===== src/rtl/line_clear_controller_if.sv =====
// Bus bundle between the line-clear controller, the game FSM and the external row eliminator.
// Board vectors are [0:199]: row r occupies bits r*10..r*10+9, row 0 at the bottom.
interface line_clear_controller_if;
  // start is a one-cycle request honoured only while busy is low (no ready path);
  // done is the matching one-cycle completion strobe, board_out/lines valid from then on.
  logic         start;
  logic [0:199] board_in;
  logic [0:199] elim_static;
  logic         elim_hit;
  logic [0:199] elim_result;
  logic         busy;
  logic         done;
  logic [0:199] board_out;
  logic [2:0]   lines;
  logic [15:0]  total_lines;
  logic [19:0]  score;

  modport slave (
    input  start, board_in, elim_hit, elim_result,
    output elim_static, busy, done, board_out, lines, total_lines, score
  );

  modport master (
    output start, board_in, elim_hit, elim_result,
    input  elim_static, busy, done, board_out, lines, total_lines, score
  );
endinterface


===== src/rtl/line_clear_controller.sv =====
// Line-clear sequencer: repeatedly feeds the working board to the row eliminator until no full row remains.
// Optional scoring is enabled by defining LINE_CLEAR_SCORE_EN; otherwise score is tied to 0.
module line_clear_controller #(
  parameter int MAX_ROWS    = 4,
  parameter int HOLD_CYCLES = 0
) (
  input  logic                    clk,
  input  logic                    rst,
  line_clear_controller_if.slave  bus,
  output logic [2:0]              o_state
);

  typedef enum logic [2:0] {
    S_IDLE   = 3'd0,
    S_CHECK  = 3'd1,
    S_WAIT   = 3'd2,
    S_HOLD   = 3'd3,
    S_FINISH = 3'd4
  } state_t;

  // The hold counter loads HOLD_CYCLES-1 so HOLD lasts exactly HOLD_CYCLES cycles.
  localparam int HW = (HOLD_CYCLES > 1) ? $clog2(HOLD_CYCLES) : 1;
  localparam logic [HW-1:0] HOLD_INIT = (HOLD_CYCLES > 0) ? HW'(HOLD_CYCLES - 1) : '0;

  state_t         r_state;
  logic [0:199]   r_work;
  logic [2:0]     r_count;
  logic [HW-1:0]  r_hold;
  logic           r_busy;
  logic           r_done;
  logic [0:199]   r_board_out;
  logic [2:0]     r_lines;
  logic [15:0]    r_total;

  logic           w_take;
  logic           w_finish;
  logic [16:0]    w_total_sum;

  assign w_take      = bus.elim_hit && (r_count < 3'(MAX_ROWS));
  assign w_finish    = (r_state == S_CHECK) && !w_take;
  assign w_total_sum = {1'b0, r_total} + {14'd0, r_count};

  always_ff @(posedge clk) begin
    if (rst) begin
      r_state     <= S_IDLE;
      r_work      <= '0;
      r_count     <= '0;
      r_hold      <= '0;
      r_busy      <= 1'b0;
      r_done      <= 1'b0;
      r_board_out <= '0;
      r_lines     <= '0;
      r_total     <= '0;
    end else begin
      r_done <= 1'b0;
      case (r_state)
        S_IDLE: begin
          if (bus.start) begin
            r_work  <= bus.board_in;
            r_count <= '0;
            r_busy  <= 1'b1;
            r_state <= S_CHECK;
          end
        end
        S_CHECK: begin
          if (w_take) begin
            r_state <= S_WAIT;
          end else begin
            r_board_out <= r_work;
            r_lines     <= r_count;
            r_total     <= w_total_sum[16] ? 16'hFFFF : w_total_sum[15:0];
            r_done      <= 1'b1;
            r_state     <= S_FINISH;
          end
        end
        S_WAIT: begin
          // The eliminator registered its result on the CHECK->WAIT edge.
          r_work  <= bus.elim_result;
          r_count <= r_count + 3'd1;
          if (HOLD_CYCLES > 0) begin
            r_hold  <= HOLD_INIT;
            r_state <= S_HOLD;
          end else begin
            r_state <= S_CHECK;
          end
        end
        S_HOLD: begin
          if (r_hold == '0) r_state <= S_CHECK;
          else              r_hold  <= r_hold - 1'b1;
        end
        S_FINISH: begin
          r_busy  <= 1'b0;
          r_state <= S_IDLE;
        end
        default: r_state <= S_IDLE;
      endcase
    end
  end

`ifdef LINE_CLEAR_SCORE_EN
  logic [19:0] r_score;
  logic [19:0] w_points;
  logic [19:0] w_score_sum;

  always_comb begin
    w_points = 20'd0;
    case (r_count)
      3'd0:    w_points = 20'd0;
      3'd1:    w_points = 20'd100;
      3'd2:    w_points = 20'd300;
      3'd3:    w_points = 20'd500;
      default: w_points = 20'd800;
    endcase
  end

  // 999999 + 800 still fits in 20 bits, so the sum cannot wrap before the clamp.
  assign w_score_sum = r_score + w_points;

  always_ff @(posedge clk) begin
    if (rst) begin
      r_score <= '0;
    end else if (w_finish) begin
      r_score <= (w_score_sum > 20'd999999) ? 20'd999999 : w_score_sum;
    end
  end

  assign bus.score = r_score;
`else
  assign bus.score = '0;
`endif

  assign bus.elim_static = r_work;
  assign bus.busy        = r_busy;
  assign bus.done        = r_done;
  assign bus.board_out   = r_board_out;
  assign bus.lines       = r_lines;
  assign bus.total_lines = r_total;
  assign o_state         = r_state;

endmodule


===== src/flat_wrapper.sv =====
// flat-port wrapper written by rule: the top's interface ports become plain ports
module line_clear_controller_flat 
#(
  parameter int MAX_ROWS    = 4,
  parameter int HOLD_CYCLES = 0
)
  (clk, rst, o_state, bus_start, bus_board_in, bus_elim_hit, bus_elim_result, bus_elim_static, bus_busy, bus_done, bus_board_out, bus_lines, bus_total_lines, bus_score);
  line_clear_controller_if bus_i ();
  input  logic clk;
  input  logic rst;
  output logic [2:0] o_state;
  input wire logic [$bits(bus_i.start)-1:0] bus_start;
  input wire logic [$bits(bus_i.board_in)-1:0] bus_board_in;
  input wire logic [$bits(bus_i.elim_hit)-1:0] bus_elim_hit;
  input wire logic [$bits(bus_i.elim_result)-1:0] bus_elim_result;
  output wire logic [$bits(bus_i.elim_static)-1:0] bus_elim_static;
  output wire logic [$bits(bus_i.busy)-1:0] bus_busy;
  output wire logic [$bits(bus_i.done)-1:0] bus_done;
  output wire logic [$bits(bus_i.board_out)-1:0] bus_board_out;
  output wire logic [$bits(bus_i.lines)-1:0] bus_lines;
  output wire logic [$bits(bus_i.total_lines)-1:0] bus_total_lines;
  output wire logic [$bits(bus_i.score)-1:0] bus_score;
  assign bus_i.start = bus_start;
  assign bus_i.board_in = bus_board_in;
  assign bus_i.elim_hit = bus_elim_hit;
  assign bus_i.elim_result = bus_elim_result;
  assign bus_elim_static = bus_i.elim_static;
  assign bus_busy = bus_i.busy;
  assign bus_done = bus_i.done;
  assign bus_board_out = bus_i.board_out;
  assign bus_lines = bus_i.lines;
  assign bus_total_lines = bus_i.total_lines;
  assign bus_score = bus_i.score;
  line_clear_controller #(.MAX_ROWS(MAX_ROWS), .HOLD_CYCLES(HOLD_CYCLES)) u_core (.clk(clk), .rst(rst), .bus(bus_i), .o_state(o_state));
endmodule

===== config.mk =====
export PLATFORM = sky130hd
export DESIGN_NAME = line_clear_controller_flat
export DESIGN_NICKNAME = d
export VERILOG_FILES = /design/src/rtl/line_clear_controller_if.sv /design/src/rtl/line_clear_controller.sv /design/src/flat_wrapper.sv
export SDC_FILE = /design/constraint.sdc
export NUM_CORES = 1
export LEC_CHECK = 0
export BUFFER_PORTS_ARGS = -buffer_cell sky130_fd_sc_hd__buf_2
export CAP_MARGIN = 20
export CORE_AREA = 5 5 324 326
export CTS_BUF_LIST = sky130_fd_sc_hd__clkbuf_4 sky130_fd_sc_hd__clkbuf_8
export CTS_CLUSTER_DIAMETER = 120
export DETAILED_ROUTE_END_ITERATION = 10
export DIE_AREA = 0 0 329 331
export PLACE_DENSITY_LB_ADDON = 0.1
export SYNTH_ARGS = -nofsm -noshare
export SYNTH_HDL_FRONTEND = slang
export SYNTH_SLANG_ARGS = --single-unit

===== constraint.sdc =====
create_clock -name clk -period 1.9 [get_ports clk]
set_clock_uncertainty 0.2 [all_clocks]
set_input_delay 0.38 -clock clk [delete_from_list [all_inputs] [get_ports clk]]
set_output_delay 0.38 -clock clk [all_outputs]
set_load 0.005 [all_outputs]

Word level (Yosys, flattened, before mapping)
Index checks and enable logic that the tools add are counted.

word-level totals
  register bits = 428
  input bits = 404
  output and inout port bits = 444
  word-level logic and storage cells = 43

operators by class
  add/sub/neg operators = 3
  magnitude comparators = 1
  equality and inequality tests = 6
  mux-type cells = 13
  bitwise gates (word level) = 2
  reductions and logical operators = 9

operator list
  operator                                                          count
  200-bit case mux with 2 select lines                              1
  200-bit 2-to-1 mux                                                1
  16-bit by 3-bit adder with 17-bit output                          1
  16-bit 2-to-1 mux                                                 1
  3-bit 2-to-1 mux                                                  4
  3-bit case mux with 4 select lines                                1
  2-bit AND reduction                                               4
  3-bit by 2-bit == test with 1-bit output (second input constant)  2
  3-bit case mux with 2 select lines                                1
  2-bit != test (second input constant)                             2
  2-bit nonzero test                                                2
  3-bit by 1-bit adder with 3-bit output (second input constant)    1
  3-bit by 1-bit == test with 1-bit output (second input constant)  1
  3-bit == test (second input constant)                             1
  3-bit zero test                                                   1
  3-bit < comparator (second input constant)                        1
  1-bit 2-to-1 mux                                                  3
  1-bit NOT                                                         2
  1-bit case mux with 2 select lines                                1
  2-bit OR reduction                                                1
  1-bit logical AND                                                 1
  1-bit subtractor (second input constant)                          1

Longest topological paths before layout
Gate-level depths: netlist of run 1.

  word-level depth = 4
  depth in mapped cells = 7
  gate-level depth less buffers = 6

Worst setup path after synthesis of run 1
OpenSTA, ideal clock, no wires.

  path kind = reg2reg
  start point = reg u_core.r_state[0] (netlist: u_core.o_state[0])
  end point = reg u_core.r_total[15] (netlist: u_core.bus.total_lines[15])
  setup time = 0.122 ns
  arrival = 1.827 ns
  data required time = 1.578 ns
  setup slack = -0.248 ns
  cell stages (with the launch flop) = 6
  buffers on the path = 1
  period minus slack after synthesis = 2.148 ns
  cell sequence = dfxtp_1 -> or3b_1 -> buf_2 -> a211o_1 -> or3_1 -> o311a_1

on the way
  word-level cells in the longest chain between the ends = 2

ends and longest elaborated chain
  element                                   line                         RTL
  from (decl)                               line_clear_controller.sv:25  state_t r_state;
  from (signal assigned)                    line_clear_controller.sv:45  r_state <= S_IDLE;
  from (signal assigned)                    line_clear_controller.sv:62  r_state <= S_CHECK;
  from (signal assigned)                    line_clear_controller.sv:67  r_state <= S_WAIT;
  3-bit by 1-bit == test with 1-bit output  --
  2-bit AND reduction (no line)             --
  to (signal assigned)                      line_clear_controller.sv:71  r_total <= w_total_sum[16] ? 16'hFFFF : w_total_sum[15:0];
  to (decl)                                 line_clear_controller.sv:33  logic [15:0] r_total;

Every way passes these cells.
A chain may end at the register's enable or synchronous reset.

Worst setup path in the final report of run 1
  start point = reg u_core.r_state[0] (netlist: u_core.o_state[0])
  end point = reg u_core.r_work (netlist bit u_core.bus.elim_static[95])

on the way
  word-level cells in the longest chain between the ends = 3
  elaborated cells on any way between the ends = 6
  those cells by class = 2 x eq/ne; 1 x mux; 3 x reduce/logical

ends and longest elaborated chain
  element                                                                      line                         RTL
  3-bit by 2-bit == test with 1-bit output or 3-bit zero test (tied branches)  line_clear_controller.sv:56  case (r_state)
  2-bit nonzero test (no line) or 2-bit != test (tied branches)                --
  2-bit AND reduction (no line)                                                --
  to (signal assigned)                                                         line_clear_controller.sv:59  r_work <= bus.board_in;
  to (signal assigned)                                                         line_clear_controller.sv:78  r_work <= bus.elim_result;
  to (decl)                                                                    line_clear_controller.sv:26  logic [0:199] r_work;

Several ways; a longest one is shown, not always the timed one.

==> results by group, run 1 <==
Die
  • Die X: 329 um
  • Die area: around 110000 um^2
  • FP Rows: between 100 and 150
  • CORE AREA: 101000 um^2
  • Chip height: 331 um
  • I/O Pins: roughly 850
  • Initial Util: 16.6%

Timing
  • Final Cycle Share: 108%
  • Final setup vio count: between 400 and 500
  • Relative slew slack: between 60% and 70%
  • F_max: 486 MHz
  • Final min period: a little over 2 ns
  • Slew at the pin closest to its max-slew limit: approximately 0.50 ns
  • Final worst-path setup slack: -0.158 ns
  • Final Hold Viols: 0
  • RSZ-0062 raised after global routing: yes
  • Max Slew Vio Count: 0

Power and ir drop
  • Net switching fraction of the power: a little over a quarter
  • Clk pwr share: 40.9%
  • Comb power frac: roughly 18%
  • Internal Pwr Total: about 18000 uW
  • Sequential share of power: between 40% and 50%
  • Worst VDD drop: 0.421 mV
  • P_sw: about 6600 uW
  • LEAKAGE: roughly 0.015 uW
  • Pwr dens: between 700 and 800 nW/um^2

Clock network
  • CTS sink count: roughly 430
  • H-tree lvl count: 3
  • CTS clk-pin slew, worst paths: approximately 0.060 ns
  • TritonCTS clock tree: built
  • Number of buffers created by CTS: between 80 and 90
  • Root buf cell: clkbuf_8
  • Maximum clock path buffer count: 3
  • Clock Latency Late Sink: approximately 0.70 ns

Critical path
  • R2R setup slack: -0.16 ns
  • Critical Path RT: approximately 2.3 ns
  • Slowest CP cell: or3b_4
  • Crit path launch type: flip-flop
  • Reg2reg path depth: 6
  • Crit path depth: 6
  • CP Max Fanout: 9
  • Delay-heaviest family, CP: buffers and inverters
  • CP Buf/Inv Count: 4
  • Cell chain of the critical path: buf_6, or3b_4, buf_12, clkbuf_16, buf_4, a211oi_1
  • Setup crit end kind: flip-flop
  • Largest stage delay on the critical path: between 0.5 and 0.6 ns
  • Reg-to-reg critical path endpoint: u_core.bus.elim_static[95]
  • Reg2reg start: u_core.o_state[0]
  • WS Path Type: flip-flop to flip-flop
  • CP arrival: ~2.5 ns

Synthesis
  • Netlist cell types: 42
  • Adder-cell share of the synthesized area: less than 1%
  • Dominant cell type by area after synthesis: dfxtp_1
  • Post-synth top flop: dfxtp_1
  • Post-synthesis sequential area ratio: 50.7%
  • Post-Synth Simple-Gate Area: between 10% and 20%
  • Synth async-reset ratio: 0%
  • Mapped Cells: slightly below 2000
  • Synthesis warning total: 0
  • Compound-Gate Fraction of Synth Area: around 16%
  • Top post-synthesis cells by area: dfxtp_1, mux2i_1, nand2_1
  • Seq cells post-synth: around 430
  • Post-synth design cell area: around 17000 um^2
  • Largest family of logic cells by synthesized area: compound AO/OA/AOI/OAI gates
  • Mean Syn Cell Area: approximately 8.8 um^2
  • Mux cell area share after synthesis: about an eighth
  • Post-synthesis xor/xnor area fraction: 0.156%
  • Count of flip-flops with a built-in enable after synthesis: 0
  • Share of the synthesized area in the top cell type: around half

Run
  • Max-cap violations: 0

Global route
  • GR Layer Usage met3: roughly 4.0%
  • GRT Max-Usage Layer: met2
  • Largest net degree at the start of global routing: 66
  • Antenna violations before repair: 4
  • Met2 GRT Util: between 20 and 30%
  • Vias in the first global route: 20700
  • Grt ovf: 0
  • First-pass GRT wire length: 133000 um
  • Tot GR Track Use: between 10% and 20%
  • Met1 Track Usage GR: 17.3%

Final layout
  • Commonest non-fill, non-tap cell in the layout: buf_2
  • Area Growth Syn to Fin: 98.1%
  • Final Util: 32.9%
  • Most frequent cells in the layout: buf_2, dlygate4sd3_1, dfxtp_1
  • Layout cell share with drive strength beyond 1: between 40% and 50%
  • Nets: around 3700

Outcome
  • Failing checks: setup timing
  • Status: complete, but fails checks

Min path
  • WHS Path Cells: 2
  • Worst Hold Path EP: u_core.bus.board_out[88]
  • Hold_sp: u_core.bus.board_out[88]
  • Worst hold path type: flip-flop to flip-flop

Route
  • Vias: between 15000 and 20000
  • Initial drt markers: between 600 and 700
  • Residual DRC: 0
  • Via density: ~4.1
  • Post-DR wirelength/cell: ~21 um
  • Routed wire length: between 90000 and 100000 um
  • 1st-pass router iterations: 5
  • Routed Antenna Nets: 0

Placement
  • Setup WS pre-CTS: -0.200 ns
  • # port buffers: between 800 and 900
  • Post-DP HPWL: around 67000 um
  • Routability Congestion: roughly 0.88
-- layout make-up --
| type | count | area, um^2 |
|---|---|---|
| multi-input combinational | 1330 | 9390 |
| antenna | 4 | 10.0 |
| sequential | 427 | 8630 |
| clock inverter | 13 | 101 |
| fill | 10600 | 68100 |
| tap | 1368 | 1710 |
| timing repair buffer | 1466 | 11800 |
| clock buffer | 137 | 1680 |
| inverter | 3 | 11.3 |
-- registers in the layout, indices dropped and copies added (netlist names) --
signal / flops
u_core.bus.board_out: 200
u_core.bus.elim_static: 200
u_core.bus.total_lines: 16
u_core.bus.lines: 3
u_core.o_state: 3
u_core.r_count: 3
u_core.bus.busy: 1
u_core.bus.done: 1
-- worst max-delay path by stage --
| stage | slack (ns) | from | to |
|---|---|---|---|
| 6_report | -0.16 | u_core.o_state[0] | u_core.bus.elim_static[95] |
| 5_1_grt | -0.23 | u_core.o_state[1] | u_core.bus.elim_static[24] |
| 4_1_cts | -0.15 | u_core.o_state[1] | o_state[1] |
| 3_5_place_dp | -0.20 | bus_start | u_core.bus.elim_static[17] |
| 3_3_place_gp | -0.19 | bus_start | u_core.bus.elim_static[94] |
| 2_1_floorplan | -0.1 | u_core.o_state[2] | u_core.bus.total_lines[15] |
-- synthesized netlist by cell type, types with 2 or more instances --
| library cell | count |
|---|---|
| a211oi_1 | 204 |
| nor2_1 | 208 |
| or3_1 | 4 |
| nand4_1 | 4 |
| buf_1 | 13 |
| nor2b_1 | 2 |
| buf_4 | 20 |
| mux2i_1 | 201 |
| and4_1 | 5 |
| o21ai_0 | 4 |
| clkbuf_1 | 108 |
| nor3_1 | 5 |
| nand2_1 | 413 |
| nor3b_1 | 2 |
| a31oi_1 | 6 |
| ha_1 | 4 |
| or4_1 | 2 |
| a21oi_1 | 212 |
| nand3_1 | 7 |
| a21o_1 | 4 |
| dfxtp_1 | 427 |
| xor2_1 | 3 |
| o221a_2 | 3 |
| buf_2 | 39 |
| inv_1 | 3 |
| o31ai_1 | 3 |
-- routing by layer --
layer / up-vias / wire length (um)
li1: 9440 / -
met1: 9433 / 36700
met2: 604 / 51200
met3: 181 / 5530
met4: 0 / 3960
met5: - / 0
-- power by group through the flow --
stage	Sequential [uW]	Clock, uW	Combinational [uW]
after floorplan	9890	0	1230
after global placement	10100	0	2820
after detailed placement	10100	0	2820
after CTS	9860	10400	3900
after global routing	9960	10700	4700
final	9920	9890	4400
-- per-stage QoR --
step,area (um^2),total power [uW],hold WS (ns),std cells,TNS (ns)
6_report,33400,24200,0.248,4748,-35.15
2_1_floorplan,17000,11100,0.248,1941,-0.593
5_1_grt,33400,25400,0.239,4747,-75.18
3_5_place_dp,23500,12900,0.241,4111,-34.72
4_1_cts,30900,24100,0.192,4718,-32.75
3_3_place_gp,23500,12900,0.239,4111,-28.90
-- logic make-up (layout without fill, tap and decap cells) --
family / after synthesis / in the layout
and+or+nand+nor: 660 / 660
AOI/OAI and AO/OA: 440 / 440
DFF: 427 / 427
muxes: 202 / 202
buffers and inverters: 184 / 1619
adders and majority gates: 5 / 5
xor gates and xnor gates: 3 / 3
other: 1 / 24
-- tightest hold or removal path, cell delays in order, from the launching register on --
cell and delay [ns]:
dfxtp_1 0.30, nand2_1 0.05, a21oi_1 0.05
-- timing repair --
| item | CTS | global route |
|---|---|---|
| hold buffers | 403 | 0 |
| pin swaps | 28 | 169 |
| endpoints found under the setup margin | 551 | 570 |
| setup buffers | 35 | 9 |
| resized for setup | 195 | 486 |
| endpoints found under the hold margin | 260 | 0 |
| gates cloned | 20 | 23 |
Power figures use the tool's default switching activity.
==> run 2, diff against run 1 <==
--- a/config.mk
+++ b/config.mk
@@ -13,6 +13,8 @@
 export DETAILED_ROUTE_END_ITERATION = 10
 export DIE_AREA = 0 0 329 331
 export PLACE_DENSITY_LB_ADDON = 0.1
+export RECOVER_POWER = 50
+export SETUP_SLACK_MARGIN = 0.3
 export SYNTH_ARGS = -nofsm -noshare
 export SYNTH_HDL_FRONTEND = slang
 export SYNTH_SLANG_ARGS = --single-unit
==> run 2 against run 1 <==
Sequential share of layout area up 0.44 points. Non-clock buffer count up 43. Via count up 0.67%. The run still ends with setup timing left. Hold slack worse by 0.15 ns. Cell count up 0.76%.
==> results by group, run 2 (synthesis gave the netlist of run 1 again) <==
Outcome
  • Status: complete, but fails checks (unchanged)
  • Failing checks: setup timing (unchanged)

Timing
  • Slew at the pin closest to its max-slew limit: 1.01 ns (was 0.503 ns)
  • F_max: 483 MHz (was 486 MHz)
  • Final min period: 2.07 ns (was 2.06 ns)
  • Final setup vio count: 317 (was 420)
  • Max Slew Vio Count: 0 (unchanged)
  • Final worst-path setup slack: -0.169 ns (was -0.158 ns)
  • Final Hold Viols: 0 (unchanged)
  • Relative slew slack: 32.7% (was 66.5%)
  • RSZ-0062 raised after global routing: yes (unchanged)
  • Hold WS: 0.101 ns (was 0.248 ns)
  • Final Cycle Share: 109% (was 108%)

Global route
  • Tot GR Track Use: 15.9% (was 16.0%)
  • Grt ovf: 0 (unchanged)
  • First-pass GRT wire length: 132000 um (was 133000 um)
  • Antenna violations before repair: 4 (unchanged)
  • Vias in the first global route: 20800 (was 20700)
  • Largest net degree at the start of global routing: 78 (was 66)

Die
  • CORE AREA: 101000 um^2 (unchanged)
  • I/O Pins: 848 (unchanged)
  • Chip height: 331 um (unchanged)
  • Die area: 109000 um^2 (unchanged)
  • Initial Util: 16.6% (unchanged)
  • FP Rows: 117 (unchanged)
  • Die X: 329 um (unchanged)

Final layout
  • Area occupied by multi-input gates: 8760 um^2 (was 9390 um^2)
  • Final instance area: 33100 um^2 (was 33400 um^2)
  • Fillers: 10700 (was 10600)
  • Nets: 3768 (was 3723)
  • Area Growth Syn to Fin: 96.2% (was 98.1%)
  • Most frequent cells in the layout: buf_2, dlygate4sd3_1, dfxtp_1 (unchanged)
  • FF/Latch Area: 8700 um^2 (was 8630 um^2)
  • Non-Filler Instances: 4784 (was 4748)
  • Commonest non-fill, non-tap cell in the layout: buf_2 (unchanged)
  • Layout cell share with drive strength beyond 1: 44.9% (was 47.4%)

Power and ir drop
  • LEAKAGE: 0.0150 uW (was 0.0151 uW)
  • Total chip power: 23900 uW (was 24200 uW)
  • Worst VDD drop: 0.408 mV (was 0.421 mV)
  • Pwr dens: 723 nW/um^2 (was 725 nW/um^2)

Critical path
  • Setup crit end kind: flip-flop (unchanged)
  • CP Max Fanout: 7 (was 9)
  • WS Path Type: flip-flop to flip-flop (unchanged)
  • Crit path launch type: flip-flop (unchanged)
  • Worst setup path startpoint: u_core.o_state[0] (unchanged)
  • CP arrival: 2.43 ns (was 2.46 ns)
  • Critical Path RT: 2.26 ns (was 2.30 ns)
  • Reg2reg path depth: 8 (was 6)
  • Reg2reg start: u_core.o_state[0] (unchanged)

Clock network
  • Clock Latency Late Sink: 0.72 ns (was 0.70 ns)
  • CTS sink count: 427 (unchanged)
  • Root buf cell: clkbuf_8 (unchanged)
  • CTS clk-pin slew, worst paths: 0.06 ns (about the same)
  • Maximum clock path buffer count: 3 (unchanged)
  • H-tree lvl count: 3 (unchanged)
  • Number of buffers created by CTS: 87 (was 86)
  • TritonCTS clock tree: built (unchanged)

Route
  • Vias: 19800 (was 19700)
  • Via density: 4.14 (about the same)
  • Initial drt markers: 677 (was 682)
  • Post-DR wirelength/cell: 20.4 um (was 20.5 um)
  • Routed wire length: 97500 um (was 97400 um)
  • Residual DRC: 0 (unchanged)
  • 1st-pass router iterations: 4 (was 5)
  • Routed Antenna Nets: 0 (unchanged)

Min path
  • Hold_sp: bus_elim_hit (was u_core.bus.board_out[88])
  • Worst hold path type: input port to flip-flop (was flip-flop to flip-flop)
  • WHS Path Cells: 5 (was 2)

Placement
  • Post-DP HPWL: 66800 um (was 66700 um)
  • Placed Area: 23700 um^2 (was 23500 um^2)
  • Setup WS pre-CTS: -0.226 ns (was -0.200 ns)
  • Placed cells: 4126 (was 4111)
  • Routability Congestion: 0.842 (was 0.875)
  • # port buffers: 827 (unchanged)

Run
  • Max-cap violations: 0 (unchanged)
-- run 2: cell count changes in the layout (fill, tap and decap cells not counted), moves of 21 or more --
| cell | delta |
|---|---|
| nor2_1 | +29 |
| buf_2 | -23 |
| a211oi_2 | -24 |
| a21oi_1 | +42 |
| nand2_4 | -21 |
| a211oi_1 | +25 |
| buf_6 | +33 |
| a21oi_2 | -42 |
| buf_4 | +47 |
-- run 2: repair_timing --
| item | CTS | global route |
|---|---|---|
| gates cloned | 12 | 33 |
| hold buffers | 403 | 0 |
| resized for setup | 249 | 297 |
| hold endpoints to repair | 285 | 0 |
| endpoints found under the setup margin | 846 | 847 |
| pin swaps | 85 | 119 |
| setup buffers | 52 | 12 |
-- run 2: power by group --
part | switching, uW | internal (uW) | total [uW]
Sequential | 491 | 9390 | 9880
Combinational | 1890 | 2480 | 4360
Clock | 4320 | 5340 | 9660
Total | 6700 | 17200 | 23900
-- run 2: worst max-delay path: stages (launching register included) --
cell	delay (ns)
dfxtp_4	0.34
buf_6	0.12
nor4b_4	0.31
buf_6	0.20
buf_12	0.12
buf_16	0.15
buf_6	0.14
mux2i_2	0.23
a211oi_1	0.10
-- run 2: final cells by class --
class / count / share of cell area [%]
Multi-Input combinational cell: 1331 / 26.5
Clock buffer: 124 / 4.65
Antenna cell: 3 / 0.0227
Tap cell: 1368 / 5.18
Timing Repair Buffer: 1509 / 36.8
Clock inverter: 19 / 0.496
Sequential cell: 427 / 26.3
Inverter: 3 / 0.0341
-- run 2: metal layers --
layer / track usage, % / routed length (um)
met1: 17.1 / 37100
met2: 29.9 / 51000
met3: 4.14 / 5740
met4: 6.17 / 3660
met5: 0 / 0
-- run 2: path summary, 6_finish.rpt --
| check | end | slack [ns] |
|---|---|---|
| setup / recovery | u_core.bus.elim_static[139] | -0.17 |
| hold / removal | u_core.bus.total_lines[11] | 0.10 |
| setup reg to reg | u_core.bus.elim_static[139] | -0.17 |
| hold reg to reg | u_core.bus.board_out[110] | 0.25 |
-- run 2: through the flow --
step                      util, %  TNS (ns)
after floorplan                 -    -0.594
after detailed placement     23.4    -33.32
final                        32.6    -17.81
after global placement       23.4    -33.40
after global routing         32.6    -57.08
after CTS                    30.6    -26.22
==> run 3, diff against run 2 <==
--- a/config.mk
+++ b/config.mk
@@ -12,6 +12,7 @@
 export CTS_CLUSTER_DIAMETER = 120
 export DETAILED_ROUTE_END_ITERATION = 10
 export DIE_AREA = 0 0 329 331
+export GPL_TIMING_DRIVEN = 0
 export PLACE_DENSITY_LB_ADDON = 0.1
 export RECOVER_POWER = 50
 export SETUP_SLACK_MARGIN = 0.3
==> run 3 against run 2 <==
The run still ends with setup timing left. Highest routed layer is now met5. First-iteration DRC count increased by 29%. Die area unchanged. Critical endpoint is now u_core.bus.total_lines[5]. Design area decreased by 4.7%. Hold slack improved by 0.0062 ns. Clock-buffer cell count increased by 10. Via count decreased by 0.13%. Worst setup slack got worse by 0.071 ns. Critical path type unchanged. Sequential share of layout area increased by 0.93 points. Combinational power decreased by 2%. Register-to-register slack got worse by 0.07 ns.
==> results by group, run 3 (synthesis gave the netlist of run 1 again) <==
Run
  • Max-cap violations: 0 (unchanged)

Critical path
  • Setup crit end kind: flip-flop (unchanged)
  • R2R setup slack: -0.24 ns (was -0.17 ns)
  • Reg2reg start: u_core.o_state[1] (was u_core.o_state[0])
  • CP Max Fanout: 10 (was 7)
  • Critical Path RT: 2.25 ns (was 2.26 ns)
  • Reg2reg path depth: 6 (was 8)
  • Crit path launch type: flip-flop (unchanged)
  • CP arrival: 2.49 ns (was 2.43 ns)
  • Reg-to-reg critical path endpoint: u_core.bus.total_lines[5] (was u_core.bus.elim_static[139])
  • WS Path Type: flip-flop to flip-flop (unchanged)

Outcome
  • Status: complete, but fails checks (unchanged)
  • Failing checks: setup timing (unchanged)

Global route
  • Tot GR Track Use: 16.9% (was 15.9%)
  • Largest net degree at the start of global routing: 12 (was 78)
  • Vias in the first global route: 20500 (was 20800)
  • Grt ovf: 0 (unchanged)
  • Antenna violations before repair: 6 (was 4)
  • First-pass GRT wire length: 137000 um (was 132000 um)

Die
  • CORE AREA: 101000 um^2 (unchanged)
  • Chip height: 331 um (unchanged)
  • Die area: 109000 um^2 (unchanged)
  • FP Rows: 117 (unchanged)
  • I/O Pins: 848 (unchanged)
  • Initial Util: 16.6% (unchanged)
  • Die X: 329 um (unchanged)

Power and ir drop
  • Comb power frac: 17.8% (was 18.3%)
  • Clk pwr share: 41.1% (was 40.4%)
  • Sequential share of power: 41.1% (was 41.3%)
  • Total chip power: 23900 uW (about the same)
  • LEAKAGE: 0.0139 uW (was 0.0150 uW)
  • Pwr dens: 760 nW/um^2 (was 723 nW/um^2)
  • Internal Pwr Total: 17300 uW (was 17200 uW)
  • P_sw: 6610 uW (was 6700 uW)
  • Worst VDD drop: 0.458 mV (was 0.408 mV)
  • Net switching fraction of the power: 27.6% (was 28.0%)

Clock network
  • Clock Latency Late Sink: 0.70 ns (was 0.72 ns)
  • Number of buffers created by CTS: 85 (was 87)
  • CTS sink count: 427 (unchanged)
  • H-tree lvl count: 3 (unchanged)
  • Root buf cell: clkbuf_8 (unchanged)
  • CTS clk-pin slew, worst paths: 0.06 ns (about the same)
  • TritonCTS clock tree: built (unchanged)
  • Maximum clock path buffer count: 3 (unchanged)

Route
  • Routed Antenna Nets: 0 (unchanged)
  • Post-DR wirelength/cell: 21.5 um (was 20.4 um)
  • Residual DRC: 0 (unchanged)
  • Vias: 19800 (about the same)
  • Via density: 4.16 (was 4.14)
  • 1st-pass router iterations: 5 (was 4)
  • Initial drt markers: 875 (was 677)
  • Routed wire length: 102000 um (was 97500 um)

Timing
  • RSZ-0062 raised after global routing: yes (unchanged)
  • Final Hold Viols: 0 (unchanged)
  • Final min period: 2.14 ns (was 2.07 ns)
  • Final worst-path setup slack: -0.240 ns (was -0.169 ns)
  • Relative slew slack: 34.2% (was 32.7%)
  • Final setup vio count: 390 (was 317)
  • Max Slew Vio Count: 0 (unchanged)
  • Final Cycle Share: 113% (was 109%)
  • F_max: 467 MHz (was 483 MHz)
  • Hold WS: 0.107 ns (was 0.101 ns)
  • Slew at the pin closest to its max-slew limit: 0.987 ns (was 1.01 ns)

Placement
  • Placed Area: 22900 um^2 (was 23700 um^2)
  • Routability Congestion: 0.934 (was 0.842)
  • Post-DP HPWL: 77600 um (was 66800 um)
  • # port buffers: 826 (was 827)

Min path
  • Hold_sp: rst (was bus_elim_hit)
  • WHS Path Cells: 3 (was 5)
  • Worst Hold Path EP: u_core.bus.total_lines[8] (was u_core.bus.total_lines[11])
  • Worst hold path type: input port to flip-flop (unchanged)

Final layout
  • Nets: 3726 (was 3768)
  • Final instance area: 31500 um^2 (was 33100 um^2)
  • Layout cell share with drive strength beyond 1: 39.9% (was 44.9%)
  • Area Growth Syn to Fin: 86.9% (was 96.2%)
  • Commonest non-fill, non-tap cell in the layout: buf_2 (unchanged)
  • Most frequent cells in the layout: buf_2, dfxtp_1, dlygate4sd3_1 (was buf_2, dlygate4sd3_1, dfxtp_1)
run 3: cell count changes in the layout (fill, tap and decap cells not counted), sizes merged:
cell / before / now
dlygate4sd3: 403 / 402
bufinv: 1 / 2
clkinvlp: 1 / 4
buf: 1078 / 954
nand2: 414 / 413
clkbuf: 152 / 247
clkinv: 11 / 8
inv: 9 / 4
clkdlybuf4s15: 0 / 1
run 3: through the flow:
stage / setup TNS [ns] / util, % / setup slack [ns] / instances
after detailed placement: -439.47 / 22.5 / -1.59 / 4139
after global routing: -77.89 / 31.0 / -0.300 / 4749
after CTS: -53.16 / 28.9 / -0.265 / 4698
after floorplan: -0.594 / - / -0.0965 / 1941
after global placement: -553.89 / 22.5 / -1.88 / 4135
final: -37.44 / 31.0 / -0.240 / 4750
run 3: power groups by stage:
stage          sequential, uW  clock (uW)  combinational [uW]
2_1_floorplan            9890           0                1230
3_3_place_gp            10000           0                2770
3_5_place_dp            10000           0                2770
4_1_cts                  9820       10300                3640
5_1_grt                  9890       10600                4570
6_report                 9840        9840                4260
run 3: layout make-up:
class | instances | area [um^2]
fillers | 10900 | 70000
clock buffers | 134 | 1610
diodes | 3 | 7.51
well taps | 1368 | 1710
flip-flops and latches | 427 | 8580
inverters | 3 | 11.3
plain buffers | 179 | 1760
multi-input cells | 1330 | 8430
repair buffers | 1291 | 9250
clock inverters | 15 | 139
run 3: worst max path at each step:
stage | from | end | slack (ns) | cells after the start
5_1_grt | u_core.r_count[2] | u_core.bus.total_lines[5] | -0.30 | 6
3_3_place_gp | u_core.o_state[1] | u_core.bus.elim_static[85] | -1.88 | 6
3_5_place_dp | u_core.o_state[1] | u_core.bus.elim_static[84] | -1.59 | 7
4_1_cts | u_core.o_state[2] | u_core.bus.total_lines[5] | -0.27 | 6
6_report | u_core.o_state[1] | u_core.bus.total_lines[5] | -0.24 | 6
2_1_floorplan | u_core.o_state[2] | u_core.bus.total_lines[15] | -0.1 | 5
run 3: worst max-delay path, stage by stage (launching register included):
cell and delay, ns:
dfxtp_4 0.36, or3b_1 0.38, buf_6 0.15, a211o_4 0.29
buf_8 0.15, o21ai_0 0.35, a31oi_4 0.12
run 3: repair_timing:
item                                   CTS  global route
endpoints found under the hold margin  205             0
pin swaps                                4            68
setup buffers                            9            21
cloned                                   1            28
setup endpoints to repair              849           849
resized for setup                      216           350
hold buffers                           402             0
run 3: layer usage:
layer / part of all wire, % / GRT usage, % / vias to the layer above / routed length (um)
met3: 7.0 / 4.77 / 190 / 7180
li1: - / - / 9433 / -
met4: 4.3 / 7.47 / 4 / 4360
met5: 0.026 / 0 / - / 27
met2: 49 / 29.5 / 668 / 49900
met1: 40 / 19.2 / 9469 / 40900
